### config.mk
export PLATFORM = sky130hd
export DESIGN_NAME = keypad_input
export DESIGN_NICKNAME = d
export VERILOG_FILES = /design/src/rtl/keypad_input.sv
export SDC_FILE = /design/constraint.sdc
export NUM_CORES = 1
export LEC_CHECK = 0
export CORE_UTILIZATION = 35
export CTS_CLUSTER_DIAMETER = 100
export DETAILED_ROUTE_END_ITERATION = 10
export HOLD_SLACK_MARGIN = 0.12
export PLACE_DENSITY = 0.53
export SLEW_MARGIN = 40
export SYNTH_ARGS = -nofsm -noshare
export SYNTH_HDL_FRONTEND = slang
export SYNTH_SLANG_ARGS = --single-unit
### constraint.sdc
create_clock -name clk -period 10.7 [get_ports clk]
set_clock_uncertainty 0.2 [all_clocks]
set_input_delay 2.14 -clock clk [delete_from_list [all_inputs] [get_ports clk]]
set_output_delay 2.14 -clock clk [all_outputs]
set_load 0.05 [all_outputs]
### src/rtl/keypad_input.sv
// keypad_input: scans a 4x4 active-low matrix keypad, debounces presses,
// accumulates a decimal entry and hands completed entries ('#') to the CPU
// through a valid/ack handshake with a sticky overrun flag.
//
// state    | meaning
// ---------+--------------------------------------------------------------
// SCAN     | rotate the driven row each tick until a column reads low
// DEBOUNCE | row frozen, waiting for the latched column to stay low
// HELD     | key accepted, row frozen, waiting for a full debounced release
module keypad_input #(
  parameter int SCAN_DIV       = 100_000,
  parameter int DEBOUNCE_TICKS = 10,
  parameter int MAX_DIGITS     = 7
) (
  input  logic        clk,
  input  logic        rst,
  input  logic [3:0]  key_col_in,
  output logic [3:0]  key_row_out,
  output logic        key_valid,
  output logic [3:0]  key_code,
  output logic [23:0] entry_value,
  output logic [3:0]  entry_digits,
  output logic [23:0] data_out,
  output logic        data_valid,
  input  logic        data_ack,
  output logic        overrun
);

  localparam int DIV_W = (SCAN_DIV > 2) ? $clog2(SCAN_DIV) : 1;
  localparam int DB_W  = $clog2(DEBOUNCE_TICKS + 1);

  localparam logic [DIV_W-1:0] DIV_LOAD  = DIV_W'(SCAN_DIV - 1);
  localparam logic [DB_W-1:0]  DB_FULL   = DB_W'(DEBOUNCE_TICKS);
  localparam logic [DB_W-1:0]  DB_PRESS  = DB_W'(DEBOUNCE_TICKS - 1);
  localparam logic [DB_W-1:0]  DB_ONE    = DB_W'(1);
  localparam logic [3:0]       MAX_N     = 4'(MAX_DIGITS);
  localparam bit               DB_SINGLE = (DEBOUNCE_TICKS == 1);

  localparam logic [3:0] CODE_CLEAR = 4'hA;
  localparam logic [3:0] CODE_BACK  = 4'hE;
  localparam logic [3:0] CODE_ENTER = 4'hF;

  typedef enum logic [1:0] {
    ST_SCAN     = 2'd0,
    ST_DEBOUNCE = 2'd1,
    ST_HELD     = 2'd2
  } state_t;

  state_t           state;
  logic [3:0]       col_meta;
  logic [3:0]       col_sync;
  logic [DIV_W-1:0] div_cnt;
  logic             tick;
  logic [1:0]       row_idx;
  logic [1:0]       key_col;
  logic [DB_W-1:0]  db_cnt;
  logic             col_any;
  logic [1:0]       col_idx;
  logic             col_same;
  logic [23:0]      entry_mac;
  logic             is_digit;
  logic             enter_key;
  logic             commit_ok;
  logic             overrun_set;

  // Row/column position to key code.
  function automatic logic [3:0] map_key(input logic [1:0] r, input logic [1:0] c);
    logic [3:0] code;
    case ({r, c})
      4'h0:    code = 4'h1;
      4'h1:    code = 4'h2;
      4'h2:    code = 4'h3;
      4'h3:    code = 4'hA;
      4'h4:    code = 4'h4;
      4'h5:    code = 4'h5;
      4'h6:    code = 4'h6;
      4'h7:    code = 4'hB;
      4'h8:    code = 4'h7;
      4'h9:    code = 4'h8;
      4'hA:    code = 4'h9;
      4'hB:    code = 4'hC;
      4'hC:    code = 4'hE;
      4'hD:    code = 4'h0;
      4'hE:    code = 4'hF;
      default: code = 4'hD;
    endcase
    return code;
  endfunction

  // Two-flop synchroniser for the asynchronous column inputs (idle high).
  always_ff @(posedge clk) begin
    if (rst) begin
      col_meta <= 4'hF;
      col_sync <= 4'hF;
    end else begin
      col_meta <= key_col_in;
      col_sync <= col_meta;
    end
  end

  // Scan-tick divider: down-counter, tick on terminal count.
  always_ff @(posedge clk) begin
    if (rst) begin
      div_cnt <= DIV_LOAD;
    end else if (div_cnt == '0) begin
      div_cnt <= DIV_LOAD;
    end else begin
      div_cnt <= div_cnt - DIV_W'(1);
    end
  end

  assign tick = (div_cnt == '0) && !rst;

  // Lowest-index low column wins when several keys share the row.
  always_comb begin
    col_any = (col_sync != 4'hF);
    col_idx = 2'd3;
    if (!col_sync[0]) begin
      col_idx = 2'd0;
    end else if (!col_sync[1]) begin
      col_idx = 2'd1;
    end else if (!col_sync[2]) begin
      col_idx = 2'd2;
    end
    col_same = col_any && (col_idx == key_col);
  end

  // Scan / debounce / release FSM; db_cnt counts remaining stable ticks.
  always_ff @(posedge clk) begin
    if (rst) begin
      state       <= ST_SCAN;
      key_row_out <= 4'b1110;
      row_idx     <= 2'd0;
      key_col     <= 2'd0;
      db_cnt      <= '0;
      key_valid   <= 1'b0;
      key_code    <= 4'h0;
    end else begin
      key_valid <= 1'b0;
      if (tick) begin
        case (state)
          ST_SCAN: begin
            if (col_any) begin
              key_col <= col_idx;
              if (DB_SINGLE) begin
                key_valid <= 1'b1;
                key_code  <= map_key(row_idx, col_idx);
                db_cnt    <= DB_FULL;
                state     <= ST_HELD;
              end else begin
                db_cnt <= DB_PRESS;
                state  <= ST_DEBOUNCE;
              end
            end else begin
              key_row_out <= {key_row_out[2:0], key_row_out[3]};
              row_idx     <= row_idx + 2'd1;
            end
          end
          ST_DEBOUNCE: begin
            if (!col_same) begin
              state <= ST_SCAN;
            end else if (db_cnt == DB_ONE) begin
              key_valid <= 1'b1;
              key_code  <= map_key(row_idx, key_col);
              db_cnt    <= DB_FULL;
              state     <= ST_HELD;
            end else begin
              db_cnt <= db_cnt - DB_ONE;
            end
          end
          ST_HELD: begin
            if (col_any) begin
              db_cnt <= DB_FULL;
            end else if (db_cnt == DB_ONE) begin
              state       <= ST_SCAN;
              key_row_out <= {key_row_out[2:0], key_row_out[3]};
              row_idx     <= row_idx + 2'd1;
            end else begin
              db_cnt <= db_cnt - DB_ONE;
            end
          end
          default: begin
            state <= ST_SCAN;
          end
        endcase
      end
    end
  end

  // Entry decode; E*10+d is formed wide and truncated to 24 bits.
  always_comb begin
    entry_mac   = 24'(28'(entry_value) * 28'd10 + 28'(key_code));
    is_digit    = (key_code <= 4'd9);
    enter_key   = key_valid && (key_code == CODE_ENTER);
    commit_ok   = enter_key && (!data_valid || data_ack);
    overrun_set = enter_key && data_valid && !data_ack;
  end

  // Live entry update, one clock after the accepted key.
  always_ff @(posedge clk) begin
    if (rst) begin
      entry_value  <= 24'd0;
      entry_digits <= 4'd0;
    end else if (key_valid) begin
      if (is_digit) begin
        if (entry_digits < MAX_N) begin
          entry_value <= entry_mac;
          if (!((entry_value == 24'd0) && (key_code == 4'd0))) begin
            entry_digits <= entry_digits + 4'd1;
          end
        end
      end else if (key_code == CODE_CLEAR) begin
        entry_value  <= 24'd0;
        entry_digits <= 4'd0;
      end else if (key_code == CODE_BACK) begin
        entry_value <= entry_value / 24'd10;
        if (entry_digits != 4'd0) begin
          entry_digits <= entry_digits - 4'd1;
        end
      end else if (commit_ok) begin
        entry_value  <= 24'd0;
        entry_digits <= 4'd0;
      end
    end
  end

  // Commit handshake; an ack in the same clock frees the slot for the new value.
  always_ff @(posedge clk) begin
    if (rst) begin
      data_out   <= 24'd0;
      data_valid <= 1'b0;
      overrun    <= 1'b0;
    end else if (commit_ok) begin
      data_out   <= entry_value;
      data_valid <= 1'b1;
      overrun    <= 1'b0;
    end else if (overrun_set) begin
      overrun <= 1'b1;
    end else if (data_ack && data_valid) begin
      data_valid <= 1'b0;
      overrun    <= 1'b0;
    end
  end

endmodule

* Word-level counts from Yosys, hierarchy flattened
Memory sizes are Yosys's and may differ from the RTL's. A register that Yosys moved wholly into a read port is not among the register bits. Cells that the tools add are included.
Operators by class: add/sub/neg operators 6, multiply operators 1, $lt $le $gt $ge 2, mux-type cells 40, eq/ne operators 19, bitwise gates (word level) 3, div/mod/pow operators 1, reductions and logical operators 33
Operators with widths (number):
- 24-bit two-way mux | 5
- 4-bit two-way mux | 15
- 24-bit by 4-bit adder with 24-bit output | 1
- 24-bit by 4-bit divider with 24-bit output, second input constant | 1
- 24-bit zero test | 1
- 24-bit by 3-bit multiplier with 23-bit output, second input constant | 1
- 2-bit two-way mux | 10
- 5-bit AND reduction | 4
- 17-bit zero test | 1
- 17-bit by 1-bit subtractor with 17-bit output, second input constant | 1
- 2-bit != test, second input constant | 7
- 4-bit == test, second input constant | 3
- 4-bit case mux with 3 select lines | 1
- 1-bit logical AND | 8
- 4-bit case mux with 2 select lines | 1
- 4-bit nonzero test | 2
- 4-bit by 1-bit subtractor with 4-bit output, second input constant | 2
- 1-bit two-way mux | 6
- 3-bit != test, second input constant | 2
- 2-bit case mux with 3 select lines | 1
- 3-bit AND reduction | 2
- 2-bit nonzero test | 3
- 4-bit by 1-bit adder with 4-bit output, second input constant | 1
- 4-bit by 1-bit == test with 1-bit output, second input constant | 1
- other kinds (20) | 25
Storage, ports and cells: word-level logic and storage cells 120, ROM bits 64, memories kept 1, output and inout port bits 63, input bits 7, flip-flop bits (word level) 94
Memories:
- (name not given) | words 16, width 4, rd ports 1, clocked after Yosys merged registers in 1, wr ports 0, line 69 | case ({r, c})

* Depth between registers and ports, before layout
word-level depth 7, gate-level depth with buffers 32, gate-level depth less buffers 29

* Worst setup path before layout
Ideal clock, no wire load.
path kind reg2reg, start reg entry_value[19], end reg entry_value[0], required time 10375 ps, clock period less this slack 7418 ps, path buffers 3, cell stages (with the launch flop) 28, setup slack 3282 ps, data arrival time 7093 ps, setup time 125 ps, cell sequence dfxtp_1 -> inv_1 -> xnor2_1 -> a211oi_2 -> nand2_1 -> a221oi_2 -> o21a_1 -> buf_6 -> mux2i_1 -> nor2_1 -> a221o_1 -> buf_6 -> and2_4 -> buf_6 -> or4_4 -> nand4_2 -> and2_4 -> nor2_1 -> or4_4 -> o221a_2 -> a2111o_1 -> nand3_1 -> mux2_2 -> o311ai_4 -> mux2_2 -> a31oi_1 -> a2111oi_0 -> o41a_1
Between the ends: longest elaborated chain between the ends 4
RTL lines:
- start, declared | line 21 | output logic [23:0] entry_value,
- start signal, assigned | line 207 | entry_value <= entry_mac;
- start signal, assigned | line 216 | entry_value <= entry_value / 24'd10;
- 24-bit by 4-bit divider with 24-bit output | line 216
- 24-bit two-way mux | line 215 | end else if (key_code == CODE_BACK) begin
- 24-bit two-way mux | line 212 | end else if (key_code == CODE_CLEAR) begin
- 24-bit two-way mux | line 205 | if (is_digit) begin
No other way between the ends. A chain may end at the register's enable or synchronous reset.

* Worst setup path in the final report
start reg entry_value[23], end reg entry_value[0]
The elaborated chain is that of the path after synthesis.

==> impl_metrics.tcl <==
set metrics [dict create \
    outcome "finished clean" \
    clk_latency_ns 0.36 \
    swShare 0.2626 \
    syn-num-nets 1307 \
    placedInstanceArea_um2 10100 \
    hold_class "reg -> reg" \
    final_common_cell "nand2_1" \
    place_congestion 0.9144 \
    required_ns 10.75 \
    core-area_um2 25980 \
    drc 0 \
    grt_pass1_wl_um 45800 \
    synthSimpleGateAreaFrac 0.2535 \
    synth_edf_count 0 \
    p_clk_frac 0.477 \
    cts_max_path_buffers 2 \
    fillers 2704 \
    hold_viol_final 0 \
    layout_common_cells "nand2_1 (149), nor2_1 (111), dfxtp_1 (95)" \
    grtUsageTotal 0.2123 \
    synth-seq-cells 98 \
    drv_cap 0 \
    cts.sinks 98 \
    worst_r2r_path_depth 25 \
    path_clk_slew_ns 0.09 \
    cts_root_buf "clkbuf_16" \
    drv_slew 0 \
    post_route_cells_drive_above_1_share 0.07526 \
    p_leak_nw 3.811 \
    synth_compound_area_frac 0.2982 \
    cts_made_buffers 9 \
    nNetsFinal 1309 \
    cp_max_fo 19 \
    reg2reg_setup_slack_ns 1.82 \
    multi_input_area_um2 6696 \
    cts-resized-gates 0 \
    seq_power_share 0.504 \
    worstSetupPathType "reg -> reg" \
    rows 59 \
    ys_types 104 \
    netlist_area_um2 9235 \
    initial_core_util 0.3554 \
    min_period_over_period 0.8294 \
    holdPathStages 1 \
    crit_path_start_kind "flip-flop" \
    cts_tree "yes" \
    post_cts_buffers 0 \
    ys_warn_count 0 \
    timing.rr.start "entry_value[23]$_SDFFE_PP0P_" \
    drt_iter0_drc 702 \
    power_density_nw_per_um2 70.19 \
    r2r_end "entry_value[0]$_SDFFE_PP0P_" \
    min_period_ns 8.875 \
    rsz0062_at_grt "no" \
    p_comb_frac 0.019 \
    drt-pass1-iter-count 7 \
    tns_ns 0 \
    switchingPower_mw 0.1919 \
    synth_ff_type "dfxtp_1" \
    slew_headroom 0.4382 \
    die-area_um2 27040 \
    gr-total-overflow 0 \
    crit_start "entry_value[23]$_SDFFE_PP0P_" \
    finalSetupViolations 0 \
    synth_top_family_by_area "compound AO/OA/AOI/OAI gates" \
    yosysSeqAreaShare 0.2124 \
    routed-via-count 9178 \
    worst_ep_arrival_time_ns 8.92 \
    syn_avg_cell_area_um2 7.436 \
    pin_count 70 \
    hpwl_um 19270 \
    synth_xor_area_frac 0.05866 \
    port_buffers 69 \
    synthArstFlopShare 0 \
    yosys.area_share.adder 0.08021 \
    stdcell_area_um2 10410 \
    cp-endpoint "entry_value[0]$_SDFFE_PP0P_" \
    timing.fmax_ghz 0.1127 \
    whs_ns 0.2099 \
    drt_wl_total_um 28340 \
    synthMuxAreaShare 0.03021 \
    postRouteAntennaNets 0 \
    ff_latch_area_um2 1966 \
    vias_per_cell 5.794 \
    antenna_found_initial 0 \
    grt_pass1_vias 8497 \
    grt_max_degree 85 \
    postSynthCellCount 1242 \
    worst_slew_pin_slew_ns 0.8415 \
    htreeDepth 3 \
    crit_path_end_kind "flip-flop" \
    die_h_um 164.4 \
    hp-start "div_cnt[0]$_SDFF_PP1_" \
    die_x_um 164.4 \
    routedWlPerCell_um 17.89 \
    ir_drop_uv 64.83 \
    holdBufCountCts 0 \
    area_growth_pct 12.75 \
    internal_power_mw 0.5389 \
    diodes 0 \
]
[layer usage]
metal | share of wire | up-vias | track usage
met5 | 0 | - | 0
met4 | 0.013 | 0 | 0.04796
met3 | 0.047 | 29 | 0.02788
met2 | 0.45 | 250 | 0.3339
met1 | 0.49 | 4346 | 0.3058
li1 | - | 4553 | -
[metrics by stage]
stage                     cells  worst slack (ns)  utilization  power [mW]
after CTS                  1584             1.810       0.4005      0.7445
after detailed placement   1568             1.836       0.3887      0.3911
after floorplan            1242             3.282            -      0.3854
final                      1584             1.825       0.4007      0.7308
after global placement     1567             1.684       0.3863      0.3906
after global routing       1584             1.030       0.4007      0.7594
[flip-flops by register name, summed over array words and instances (netlist names), 4 cells and up]
signal	cells
col_sync	4
db_cnt	4
entry_digits	4
key_code	4
col_meta	4
div_cnt	17
data_out	24
key_row_out	4
entry_value	24
[cell usage after synthesis, types with 6 or more instances]
cell type	n	area share
nand2_1	149	0.061
nor2_1	112	0.046
dfxtp_1	98	0.21
a21oi_1	88	0.048
clkbuf_1	66	0.027
ha_1	56	0.076
o21ai_0	54	0.029
inv_1	46	0.019
nand3_1	38	0.021
xnor2_1	35	0.033
nor3_1	32	0.017
a211oi_1	31	0.025
xor2_1	25	0.024
mux2i_1	20	0.022
a31oi_1	19	0.013
and3_1	19	0.013
buf_2	19	0.010
nand2b_1	16	0.011
nand4_1	16	0.011
and2_1	15	0.010
a21o_1	12	0.0098
o21bai_1	12	0.0098
nor2b_1	11	0.0075
o31ai_1	11	0.0089
o21ai_1	10	0.0054
o22ai_1	10	0.0068
or2_2	10	0.0068
a211o_1	9	0.0085
nor3b_1	9	0.0073
nor4_1	9	0.0061
o211ai_1	9	0.0073
o221ai_1	9	0.0085
a22oi_1	8	0.0065
o21a_1	8	0.0065
a311oi_1	7	0.0066
or3_1	7	0.0047
buf_6	6	0.0073
[power by group through the flow]
stage | clock, mW | sequential (mW) | combinational [mW]
6_report | 0.349 | 0.368 | 0.0140
5_1_grt | 0.375 | 0.369 | 0.0157
4_1_cts | 0.362 | 0.368 | 0.0143
3_5_place_dp | 0 | 0.377 | 0.0144
3_3_place_gp | 0 | 0.377 | 0.0140
2_1_floorplan | 0 | 0.376 | 0.00902
[final cells by class]
cell class | count | area share
multi-input combinational | 1000 | 0.6431
sequential | 98 | 0.1888
timing repair buffer | 87 | 0.08111
tap | 335 | 0.04025
clock buffer | 9 | 0.02163
inverter | 48 | 0.01730
clock inverter | 7 | 0.007811
[worst max-delay path: stages (launching register included)]
cell      delay [ns]
dfxtp_1         0.74
nor2b_2         0.45
nor2_1          0.16
a211oi_4        0.60
nand2_1         0.21
a221oi_2        0.37
o21a_1          0.48
mux2_1          0.37
o211a_1         0.23
o21a_1          0.38
nor3_1          0.35
a21oi_1         0.10
a211o_1         0.42
and2_4          0.23
o311ai_2        0.40
nor3_1          0.17
or3_1           0.42
a31oi_4         0.24
a31o_1          0.14
nand4_1         0.43
a211oi_4        0.46
o311ai_4        0.22
a211o_1         0.29
a21oi_1         0.14
nand3_1         0.12
o41a_1          0.43
[kinds of logic (layout without fill, tap and decap cells)]
kind of cell    count (synthesis)  count (layout)
buf+inv                       144             151
simple gates                  476             476
fa+ha+maj                      58              58
flops                          98              98
xor+xnor                       61              61
mux                            25              25
compound gates                380             380
[how the worst min path moves through the flow]
stage                             end  slack [ns]
2_1_floorplan   div_cnt[0]$_SDFF_PP1_        0.17
3_3_place_gp    div_cnt[0]$_SDFF_PP1_        0.18
3_5_place_dp    div_cnt[0]$_SDFF_PP1_        0.19
4_1_cts         div_cnt[0]$_SDFF_PP1_        0.21
5_1_grt        col_sync[3]$_SDFF_PP1_        0.23
6_report        div_cnt[0]$_SDFF_PP1_        0.21
(Power assumes the default switching activity.)
==> variant (same flow settings) <==
The parameter `DEBOUNCE_TICKS` goes from 10 to 5.
--- a/src/rtl/keypad_input.sv
+++ b/src/rtl/keypad_input.sv
@@ -10,5 +10,5 @@
 module keypad_input #(
   parameter int SCAN_DIV       = 100_000,
-  parameter int DEBOUNCE_TICKS = 10,
+  parameter int DEBOUNCE_TICKS = 5,
   parameter int MAX_DIGITS     = 7
 ) (
Formal check against the unedited RTL: no difference found for any inputs over 10 cycles, from zero or initial values and one cycle with rst high; that may be too few to reach the edited logic, so the function may still have changed.
==> variant against the unedited design <==
- the flow now finishes with violations (DRC)
- final area grew 1.2%
- sequential cell count down 1
- combinational power rose by 4%
- worst setup slack gained 140 ps
- count of clock-buffer cells in the layout is the same
- critical path depth unchanged
- highest routed layer unchanged
- wire length is 1.9% lower
- worst hold slack better by 4.3 ps
- final cell count is 0.44% higher
- total power fell by 2.3%
- sequential power fell by 1%
- synthesized area rose by 1.1%
==> variant: results (changes against the unedited design) <==
Finish
  – Non-Clock Buffer Area Fraction: 7.79% (was 8.11%)
  – Multi-input combinational area share: 64.9% (was 64.3%)
  – Area added between synthesis and finish: 12.8% (was 12.7%)
  – Inverters, non-clock: 57 (was 48)
  – Layout cells sized above 1: 9.39% (was 7.53%)
  – Sequential Area: 1940 um2 (was 1970 um2)

Routing
  – Total iterations of the first detailed-routing run: 8 (was 7)
  – Vias/cell: 5.76 (was 5.79)
  – Drt drc: 4 (was 0)
  – Met2 wire len: 12.8 mm (about the same)
  – WL met3: 1.20 mm (was 1.33 mm)

Global routing
  – Total track usage: 20.6% (was 21.2%)
  – Vias in the first global route: 8468 (was 8497)

Placement
  – RePlAce Congestion: 0.858 (was 0.914)
  – HPWL Detailed: 19.6 mm (was 19.3 mm)
  – Placed insts: 1575 (was 1568)

Power
  – Pleak: 3.91 nW (was 3.81 nW)
  – Maximum vdd drop: 0.0000685 V (was 0.0000648 V)

Timing
  – Relative slew slack: 45.0% (was 43.8%)

Synthesis
  – Top post-synthesis cells by count: nand2_1, nor2_1, a21oi_1 (was nand2_1, nor2_1, dfxtp_1)
  – Unique masters post-synth: 124 (was 104)
  – Netlist Area Pre-Place: 9340 um2 (was 9240 um2)
  – Largest cells by area after synthesis: dfxtp_1, ha_1, a21oi_1 (was dfxtp_1, ha_1, nand2_1)

Setup path
  – Critical Path AT: 8760 ps (was 8920 ps)
  – Worst Path Max Fanout: 23 (was 19)

Clock network
  – TritonCTS Sinks: 97 (was 98)

Status
  – Failing checks: DRC
  – Outcome: finished with violations (was complete, no violations)
==> variant: cell count changes in the layout (fill, tap and decap cells not counted), sizes merged, moves of 8 or more <==
cell    before  now
a21oi       88  110
a211oi      33   16
or2         10   24
a31oi       22   10
and2        17    6
xnor2       36   46
inv         49   58
nor3        33   25
==> variant: worst max-delay path, stage by stage (launching register included) <==
cell and delay (ps):
dfxtp_1 840, nand2b_1 310, o21ai_1 190, a32oi_2 190
nor2_2 480, o311ai_1 220, nor2_2 520, mux2i_4 200
xnor2_2 300, nor3_1 80, or2_2 360, a311oi_4 500
o2111ai_2 310, nand2_1 210, o22ai_1 100, o32a_1 370
o31a_4 320, o21ai_1 670, nand2_1 320, or4_4 570
nand4b_2 170, nand2_2 100, o221a_1 270, a221o_1 390
a2111oi_2 290, o41ai_1 90
==> variant: report_power, final <==
group / switching (W) / internal (W)
logic: 0.00000977 / 0.00000477
clock network: 0.000170 / 0.000165
registers: 0.00000158 / 0.000363
==> variant: cells by family after synthesis <==
kind of cell | Yosys count | share of synthesized area, %
AOI/OAI and AO/OA | 381 | 30.2
xor gates and xnor gates | 67 | 6.44
and+or+nand+nor | 466 | 25.3
muxes | 24 | 2.91
buffers and inverters | 134 | 6.11
DFF | 97 | 20.8
adders and majority gates | 61 | 8.27
==> variant: per-layer routing <==
layer	vias to the layer above	track usage (%)
met4	0	5.12
li1	4561	-
met1	4357	28.2
met3	24	2.82
met5	-	0
met2	228	34.0
==> variant: final timing paths <==
check / startpoint / slack, ps / to
hold reg to reg: col_meta[2] / 210 / col_sync[2]
setup / recovery: entry_value[21] / 1970 / entry_value[1]
hold / removal: col_meta[2] / 210 / col_sync[2]
setup reg to reg: entry_value[21] / 1970 / entry_value[1]
